===== src/rtl/pw_pkg.sv =====
// Shared definitions for the password-lock front end: state encoding and
// character width.
package pw_pkg;

  localparam int PW_W = 7;

  typedef enum logic [1:0] {
    IDLE        = 2'd0,
    WAIT_RESULT = 2'd1,
    LOCKOUT     = 2'd2
  } pw_state_t;

endpackage


===== src/rtl/sync_edge.sv =====
// Two-flop synchronizer for a data bus plus a synchronized strobe with a
// rising-edge detector.
module sync_edge #(
  parameter int W = 1
) (
  input  logic         clk,
  input  logic         rst,
  input  logic [W-1:0] data,
  input  logic         strobe,
  output logic [W-1:0] data_sync,
  output logic         strobe_rise
);

  logic [W-1:0] data_meta;
  logic         strobe_meta;
  logic         strobe_sync;
  logic         strobe_prev;

  // Strobe chain resets high so a strobe held through reset never looks
  // like a fresh rising edge once reset releases.
  always_ff @(posedge clk or posedge rst) begin
    if (rst) begin
      data_meta   <= '0;
      data_sync   <= '0;
      strobe_meta <= 1'b1;
      strobe_sync <= 1'b1;
      strobe_prev <= 1'b1;
    end else begin
      data_meta   <= data;
      data_sync   <= data_meta;
      strobe_meta <= strobe;
      strobe_sync <= strobe_meta;
      strobe_prev <= strobe_sync;
    end
  end

  assign strobe_rise = strobe_sync & ~strobe_prev;

endmodule


===== src/rtl/pw_attempt_ctrl.sv =====
// Attempt limiter between the PMOD inputs and pw_fsm: turns enter presses
// into submit pulses, judges attempts on open_in, locks out after repeated fails.
module pw_attempt_ctrl
  import pw_pkg::*;
#(
  parameter int PW_LEN      = 4,
  parameter int MAX_FAILS   = 3,
  parameter int RESULT_WAIT = 8,
  parameter int LOCK_CYCLES = 1000000
) (
  input  logic                           clk,
  input  logic                           reset,
  input  logic [PW_W-1:0]                pw_in,
  input  logic                           enter_in,
  input  logic                           open_in,
  output logic [PW_W-1:0]                char_out,
  output logic                           enter_out,
  output logic                           fsm_hold,
  output logic                           locked,
  output logic [$clog2(MAX_FAILS+1)-1:0] fail_count
);

  localparam int FW = $clog2(MAX_FAILS + 1);
  localparam int SW = $clog2(PW_LEN + 1);
  localparam int WW = $clog2(RESULT_WAIT + 1);
  localparam int LW = $clog2(LOCK_CYCLES + 1);

  localparam logic [SW-1:0] SUB_LAST  = SW'(PW_LEN - 1);
  localparam logic [FW-1:0] FAIL_LAST = FW'(MAX_FAILS - 1);
  localparam logic [FW-1:0] FAIL_MAX  = FW'(MAX_FAILS);
  localparam logic [WW-1:0] WAIT_INIT = WW'(RESULT_WAIT);
  localparam logic [LW-1:0] LOCK_INIT = LW'(LOCK_CYCLES);

  pw_state_t       state, state_n;
  logic [SW-1:0]   sub_cnt, sub_n;
  logic [WW-1:0]   wait_cnt, wait_n;
  logic [LW-1:0]   lock_cnt, lock_n;
  logic [FW-1:0]   fail_n;
  logic [PW_W-1:0] char_n;
  logic            enter_n;
  logic [PW_W-1:0] pw_sync;
  logic            enter_evt;

  sync_edge #(
    .W (PW_W)
  ) u_sync (
    .clk         (clk),
    .rst         (reset),
    .data        (pw_in),
    .strobe      (enter_in),
    .data_sync   (pw_sync),
    .strobe_rise (enter_evt)
  );

  always_ff @(posedge clk or posedge reset) begin
    if (reset) begin
      state      <= IDLE;
      sub_cnt    <= '0;
      wait_cnt   <= '0;
      lock_cnt   <= '0;
      fail_count <= '0;
      char_out   <= '0;
      enter_out  <= 1'b0;
    end else begin
      state      <= state_n;
      sub_cnt    <= sub_n;
      wait_cnt   <= wait_n;
      lock_cnt   <= lock_n;
      fail_count <= fail_n;
      char_out   <= char_n;
      enter_out  <= enter_n;
    end
  end

  always_comb begin
    state_n = state;
    sub_n   = sub_cnt;
    wait_n  = wait_cnt;
    lock_n  = lock_cnt;
    fail_n  = fail_count;
    char_n  = char_out;
    enter_n = 1'b0;
    unique case (state)
      IDLE: begin
        if (enter_evt) begin
          enter_n = 1'b1;
          char_n  = pw_sync;
          if (sub_cnt == SUB_LAST) begin
            sub_n   = '0;
            wait_n  = WAIT_INIT;
            state_n = WAIT_RESULT;
          end else begin
            sub_n = sub_cnt + 1'b1;
          end
        end
      end
      WAIT_RESULT: begin
        // Success is checked first so it wins over a same-cycle timeout.
        if (open_in) begin
          fail_n  = '0;
          state_n = IDLE;
        end else if (wait_cnt == WW'(1)) begin
          wait_n = '0;
          if (fail_count >= FAIL_LAST) begin
            fail_n  = FAIL_MAX;
            lock_n  = LOCK_INIT;
            state_n = LOCKOUT;
          end else begin
            fail_n  = fail_count + 1'b1;
            state_n = IDLE;
          end
        end else begin
          wait_n = wait_cnt - 1'b1;
        end
      end
      LOCKOUT: begin
        if (lock_cnt == LW'(1)) begin
          lock_n  = '0;
          fail_n  = '0;
          sub_n   = '0;
          state_n = IDLE;
        end else begin
          lock_n = lock_cnt - 1'b1;
        end
      end
      default: state_n = IDLE;
    endcase
  end

  assign locked   = (state == LOCKOUT);
  assign fsm_hold = locked;

endmodule


===== config.mk =====
export PLATFORM = sky130hd
export DESIGN_NAME = pw_attempt_ctrl
export DESIGN_NICKNAME = d
export VERILOG_FILES = /design/src/rtl/pw_pkg.sv /design/src/rtl/sync_edge.sv /design/src/rtl/pw_attempt_ctrl.sv
export SDC_FILE = /design/constraint.sdc
export NUM_CORES = 1
export LEC_CHECK = 0
export CELL_PAD_IN_SITES_DETAIL_PLACEMENT = 1
export CELL_PAD_IN_SITES_GLOBAL_PLACEMENT = 2
export CORE_MARGIN = 4
export CORE_UTILIZATION = 41
export DETAILED_ROUTE_END_ITERATION = 12
export PLACE_DENSITY_LB_ADDON = 0.15
export SLEW_MARGIN = 0
export SYNTH_ARGS = -nofsm -noshare
export SYNTH_HDL_FRONTEND = slang
export SYNTH_SLANG_ARGS = --single-unit

===== constraint.sdc =====
create_clock -name clk -period 3.5 [get_ports clk]
set_clock_uncertainty 0.1 [all_clocks]
set_input_delay 0.7 -clock clk [delete_from_list [all_inputs] [get_ports clk]]
set_output_delay 0.7 -clock clk [all_outputs]
set_load 0.03 [all_outputs]

==> results of run 1 <==
power by group through the flow:
stage / clock, mW / sequential [mW] / combinational (mW)
2_1_floorplan: 0 / 0.877 / 0.193
3_3_place_gp: 0 / 0.833 / 0.373
3_5_place_dp: 0 / 0.836 / 0.381
4_1_cts: 0.404 / 0.824 / 0.383
5_1_grt: 0.425 / 0.840 / 0.421
6_report: 0.387 / 0.823 / 0.375
layer usage:
metal | share of wire [%] | routed length (µm) | vias to the layer above | GRT usage [%]
met5 | 0 | 0 | - | 0
met4 | 1.5 | 78 | 0 | 5.18
met3 | 2.2 | 115 | 7 | 3.17
met2 | 49 | 2620 | 19 | 26.3
met1 | 47 | 2520 | 914 | 20.9
li1 | - | - | 863 | -
through the flow:
step	util [%]	hold slack [ns]	std cells	setup WS (ns)
global route	49.3	0.278	324	0.574
global placement	47.6	0.233	316	0.831
CTS	49.3	0.264	324	0.666
finish	49.3	0.260	324	0.674
floorplan	-	0.231	220	1.20
detailed placement	47.6	0.237	316	0.770
layout make-up:
class,count,area [µm²]
clock inverters,3,33.8
clock buffers,5,68.8
inverters,7,26.3
well taps,75,93.8
multi-input cells,151,1040
flip-flops and latches,56,1410
repair buffers,27,258
fillers,625,3000
logic make-up after synthesis:
group	share of synthesized area, %
simple gates	20.2
flops	56.2
compound gates	15.0
buf+inv	2.55
mux	3.15
fa+ha+maj	2.50
xor+xnor	0.351
sequential cells by signal (all words and copies together) (netlist names):
register	flops
u_sync.data_sync	7
sub_cnt	3
u_sync.data_meta	7
u_sync.strobe_sync	1
wait_cnt	4
state	2
u_sync.strobe_meta	1
fail_count	2
char_out	7
lock_cnt	20
enter_out	1
u_sync.strobe_prev	1
worst max-delay path, cell delays in order (launching register included):
cell and delay [ns]:
dfrtp_1 0.46, nand2b_1 0.23, clkinv_1 0.32, clkdlybuf4s50_1 0.70
placed cells by master (no fill, tap or decap), drive strengths merged, types with 7 or more instances in the layout:
cell	n
inv	7
mux2	7
nand2	17
a21oi	9
dfrtp	53
a21o	7
o21ai	17
clkdlybuf4s50	22
nor3	14
nand3	9
nor2	10
how the worst min path moves through the flow:
| stage | cells past startpoint | to | from | slack (ns) |
|---|---|---|---|---|
| after floorplan | 0 | u_sync.data_sync[0]$_DFF_PP0_ | u_sync.data_meta[0]$_DFF_PP0_ | 0.23 |
| after global routing | 0 | u_sync.strobe_sync$_DFF_PP1_ | u_sync.strobe_meta$_DFF_PP1_ | 0.28 |
| final | 0 | u_sync.data_sync[6]$_DFF_PP0_ | u_sync.data_meta[6]$_DFF_PP0_ | 0.26 |
| after detailed placement | 0 | u_sync.data_sync[4]$_DFF_PP0_ | u_sync.data_meta[4]$_DFF_PP0_ | 0.24 |
| after global placement | 0 | u_sync.data_sync[2]$_DFF_PP0_ | u_sync.data_meta[2]$_DFF_PP0_ | 0.23 |
| after CTS | 0 | u_sync.data_sync[4]$_DFF_PP0_ | u_sync.data_meta[4]$_DFF_PP0_ | 0.26 |
==> impl_metrics.ini, run 1 <==
[power]
cellLeakagePower_nw = 1.24
p_comb_share_pct = 23.7
total_power_mw = 1.59
clkPwrFrac_pct = 24.4
swShare_pct = 33.0
p_per_area_mw_per_mm2 = 543
power_frac_seq_pct = 51.9
ir_drop_mv = 0.321
power.net_switching_mw = 0.523
p_int_mw = 1.06

[global_routing]
grt_max_degree = 31
antenna_found_initial = 0
grt_use_total_pct = 15.9
grt_pass1_vias = 1862
grt-ovfl-total = 0
grt_pass1_wl_um = 9280

[clocking]
cts_setup_buffers = 0
clkSinkCount = 56
clockBufferDepth = 2
cts-root-buf = clkbuf_8
hold_buffers = 0
cts_tree = yes
clk_latency_ns = 0.32
cts_resized = 0
clk_pin_slew_worst_paths_ns = 0.11
cts_buffers = 5
cts_max_level = 2

[timing]
period_needed_ns = 2.83
hold_violations = 0
finalSetupViolCount = 0
clock.fmax_mhz = 354
period_share_pct = 80.8
worstMarginPinSlew_ns = 0.717
tns_ns = 0
relSlewSlack_pct = 52.0
slew_viol_final = 0
rsz0062_at_grt = no

[worst_setup_path]
cp-start-kind = register
regToRegStartpoint = lock_cnt[12]$_DFFE_PP0P_
crit_fanout = 9
r2r_slack_ns = 1.00
required_ns = 2.70
crit_type = register to output pin
crit_arrival_ns = 2.03
timing.rr.end = sub_cnt[0]$_DFFE_PP0P_
crit_start = state[1]$_DFFE_PP0P_
cp-end-kind = output pin
endpoint = locked
worstRegToRegCells = 6

[detailed_routing]
drc = 0
via_per_inst = 5.56
ant_nets = 0
post_drt_wl_per_cell_um = 16.4
drtIter0Drc = 42
drt_wl_total_um = 5330
firstDrtPassIters = 4
vias = 1803

[synthesis]
synth_area_mm2 = 0.00250
yosysTopAreaCellShare_pct = 53.1
syn-num-nets = 236
synth_cells = 220
synth_async_sr_flop_share_pct = 100
yosysWarnings = 0
yosys_most_used_dff = dfrtp_1
ys_ff_latch = 56
synth.avg_cell_area_um2 = 11.4
synth.distinct_cells = 51
synth_top_area_cell = dfrtp_1
synth.most_common_cell = dfrtp_1
synth_seq_area_share_pct = 56.2
synth-edff-count = 0
synth.area.top_cells = dfrtp_1 (53%), dfstp_2 (3.2%), mux2_2 (3.2%), o21ai_0 (3.0%), ha_1 (2.5%)
synth_commonest_cells = dfrtp_1 (53), nand2_1 (16), o21ai_0 (15), nor3_1 (11), nor2_1 (10)

[finish]
design_area_mm2 = 0.00292
final_nets = 264
final_layout_size_suffix_gt1_share_pct = 14.5
syn_to_final_growth_pct = 16.9
diodes = 0

[die]
die_h_um = 86.1
io_pins = 23
die-area_mm2 = 0.00741
start_util_pct = 42.2
core_mm2 = 0.00592
num_rows = 28
fp.dieW_um = 86.1

[job]
maxCapViolations = 0

[placement]
port-buffer-count = 22
placed_area_mm2 = 0.00282
gp_congestion = 0.820
dp_hpwl_um = 3900

[hold_path]
hp-class = register to register

[run_status]
status = finished, final reports clean
No activity file was read; power rests on OpenSTA's default activity.
==> run 2, diff against run 1 <==
CORE_UTILIZATION = 34   (was 41)
clock period = 2.38 ns   (was 3.5 ns; I/O delays follow)
==> impl_metrics.ini, run 2 (synthesis results as in run 1) <==
[run_status]
status = finished, final reports clean

[worst_setup_path]
worstRegToRegCells = 7
regToRegStartpoint = lock_cnt[0]$_DFFE_PP0P_
required_ns = 2.51
cpPeakStageDelay_ns = 0.45
slowest_stage = dfrtp_1
crit_start = lock_cnt[0]$_DFFE_PP0P_
crit_fanout = 6
cp-start-kind = register
r2r_slack_ns = 0.30
timing.rr.end = lock_cnt[16]$_DFFE_PP0P_
cp-end-kind = register
endpoint = lock_cnt[16]$_DFFE_PP0P_
cp_cell_sequence = inv_1, ha_1, nor3b_2, nand4_1, nor2_1, a211oi_1, a311oi_1
crit_type = register to register
crit_arrival_ns = 2.21

[die]
io_pins = 23
fp.dieW_um = 93.7
num_rows = 30
start_util_pct = 35.8
die_h_um = 93.7
core_mm2 = 0.00698
die-area_mm2 = 0.00878

[finish]
layout_common_cells = dfrtp_1 (53), clkdlybuf4s50_1 (20), nand2_1 (16), o21ai_0 (15), buf_4 (13)
diodes = 0
largest_register_ffs = 20
final_layout_size_suffix_gt1_share_pct = 18.5
design_area_mm2 = 0.00309
final_nets = 275
syn_to_final_growth_pct = 23.8
seq_area_mm2 = 0.00141
mostFrequentLayoutCell = dfrtp_1
multi_input_area_mm2 = 0.00104
max_flop_register = lock_cnt
fillers = 797

[global_routing]
grt-ovfl-total = 0
antenna_found_initial = 0
grt_pass1_wl_um = 9710
grt_use_total_pct = 14.1
grt_max_degree = 57
grt_pass1_vias = 1882

[placement]
port-buffer-count = 22
placed_area_mm2 = 0.00297
gp_congestion = 0.726
place_ws_ns = 0.188
dp_hpwl_um = 3840

[power]
total_power_mw = 2.46
cellLeakagePower_nw = 1.36
ir_drop_mv = 0.389
p_per_area_mw_per_mm2 = 794

[clocking]
cts_buffers = 5
cts_tree = yes
clkSinkCount = 56
clk_pin_slew_worst_paths_ns = 0.12
hold_buffers = 0
clockBufferDepth = 2
cts-root-buf = clkbuf_8
cts_max_level = 2
cts_resized = 0
cts_setup_buffers = 0
clk_latency_ns = 0.32

[detailed_routing]
via_per_inst = 5.22
drtIter0Drc = 49
ant_nets = 0
drt_wl_total_um = 5610
firstDrtPassIters = 4
vias = 1858
drc = 0
post_drt_wl_per_cell_um = 15.8

[timing]
clock.fmax_mhz = 480
tns_ns = 0
finalSetupViolCount = 0
worst_slack_ns = 0.298
period_needed_ns = 2.08
relSlewSlack_pct = 70.1
period_share_pct = 87.5
worstMarginPinSlew_ns = 0.448
rsz0062_at_grt = no
slew_viol_final = 0
hold_violations = 0

[hold_path]
hp-class = register to register

[job]
maxCapViolations = 0
run 2: changes by cell type in the layout (fill, tap and decap cells not counted), moves of 2 or more:
| cell | before | now |
|---|---|---|
| buf_4 | 5 | 13 |
| clkdlybuf4s50_1 | 22 | 20 |
| buf_12 | 0 | 3 |
| dlymetal6s2s_1 | 0 | 2 |
run 2: per-layer routing:
metal | vias up | GRT usage [%] | wire, µm
met5 | - | 0 | 0
li1 | 886 | - | -
met2 | 25 | 22.7 | 2700
met4 | 0 | 3.97 | 29
met3 | 2 | 3.04 | 153
met1 | 945 | 19.2 | 2730
run 2: area by class of cell:
| class | instances | area share (%) |
|---|---|---|
| flip-flops and latches | 56 | 45.4 |
| multi-input cells | 151 | 33.6 |
| repair buffers | 38 | 12.4 |
| well taps | 96 | 3.88 |
| clock buffers | 5 | 2.22 |
| clock inverters | 3 | 1.62 |
| inverters | 7 | 0.849 |
run 2: how the worst min path moves through the flow:
stage,startpoint,to,slack [ns],depth (start not counted)
floorplan,u_sync.data_meta[0]$_DFF_PP0_,u_sync.data_sync[0]$_DFF_PP0_,0.23,0
global placement,u_sync.data_meta[0]$_DFF_PP0_,u_sync.data_sync[0]$_DFF_PP0_,0.23,0
detailed placement,u_sync.data_meta[0]$_DFF_PP0_,u_sync.data_sync[0]$_DFF_PP0_,0.24,0
CTS,u_sync.strobe_meta$_DFF_PP1_,u_sync.strobe_sync$_DFF_PP1_,0.26,0
global route,u_sync.strobe_meta$_DFF_PP1_,u_sync.strobe_sync$_DFF_PP1_,0.27,0
finish,u_sync.data_meta[3]$_DFF_PP0_,u_sync.data_sync[3]$_DFF_PP0_,0.26,0
run 2: worst max-delay path, delay by kind of cell, from the launching register on:
kind	cells	cell delay [ns]
buffers and inverters	1	0.11
AO/OA/AOI/OAI	2	0.39
flip-flops	1	0.45
AND/OR/NAND/NOR	3	0.71
adder cells (fa/ha/maj)	1	0.25
run 2: per-stage QoR:
stage                     util, %  std cells  hold slack (ns)
after floorplan                 -        220            0.231
after global placement       42.5        348            0.232
after detailed placement     42.5        348            0.237
after CTS                    44.2        356            0.263
after global routing         44.3        356            0.269
final                        44.3        356            0.260
run 2: where the power goes:
group | internal, mW | switching, mW
Combinational | 0.264 | 0.306
Clock | 0.326 | 0.352
Sequential | 1.09 | 0.121
Total | 1.68 | 0.779
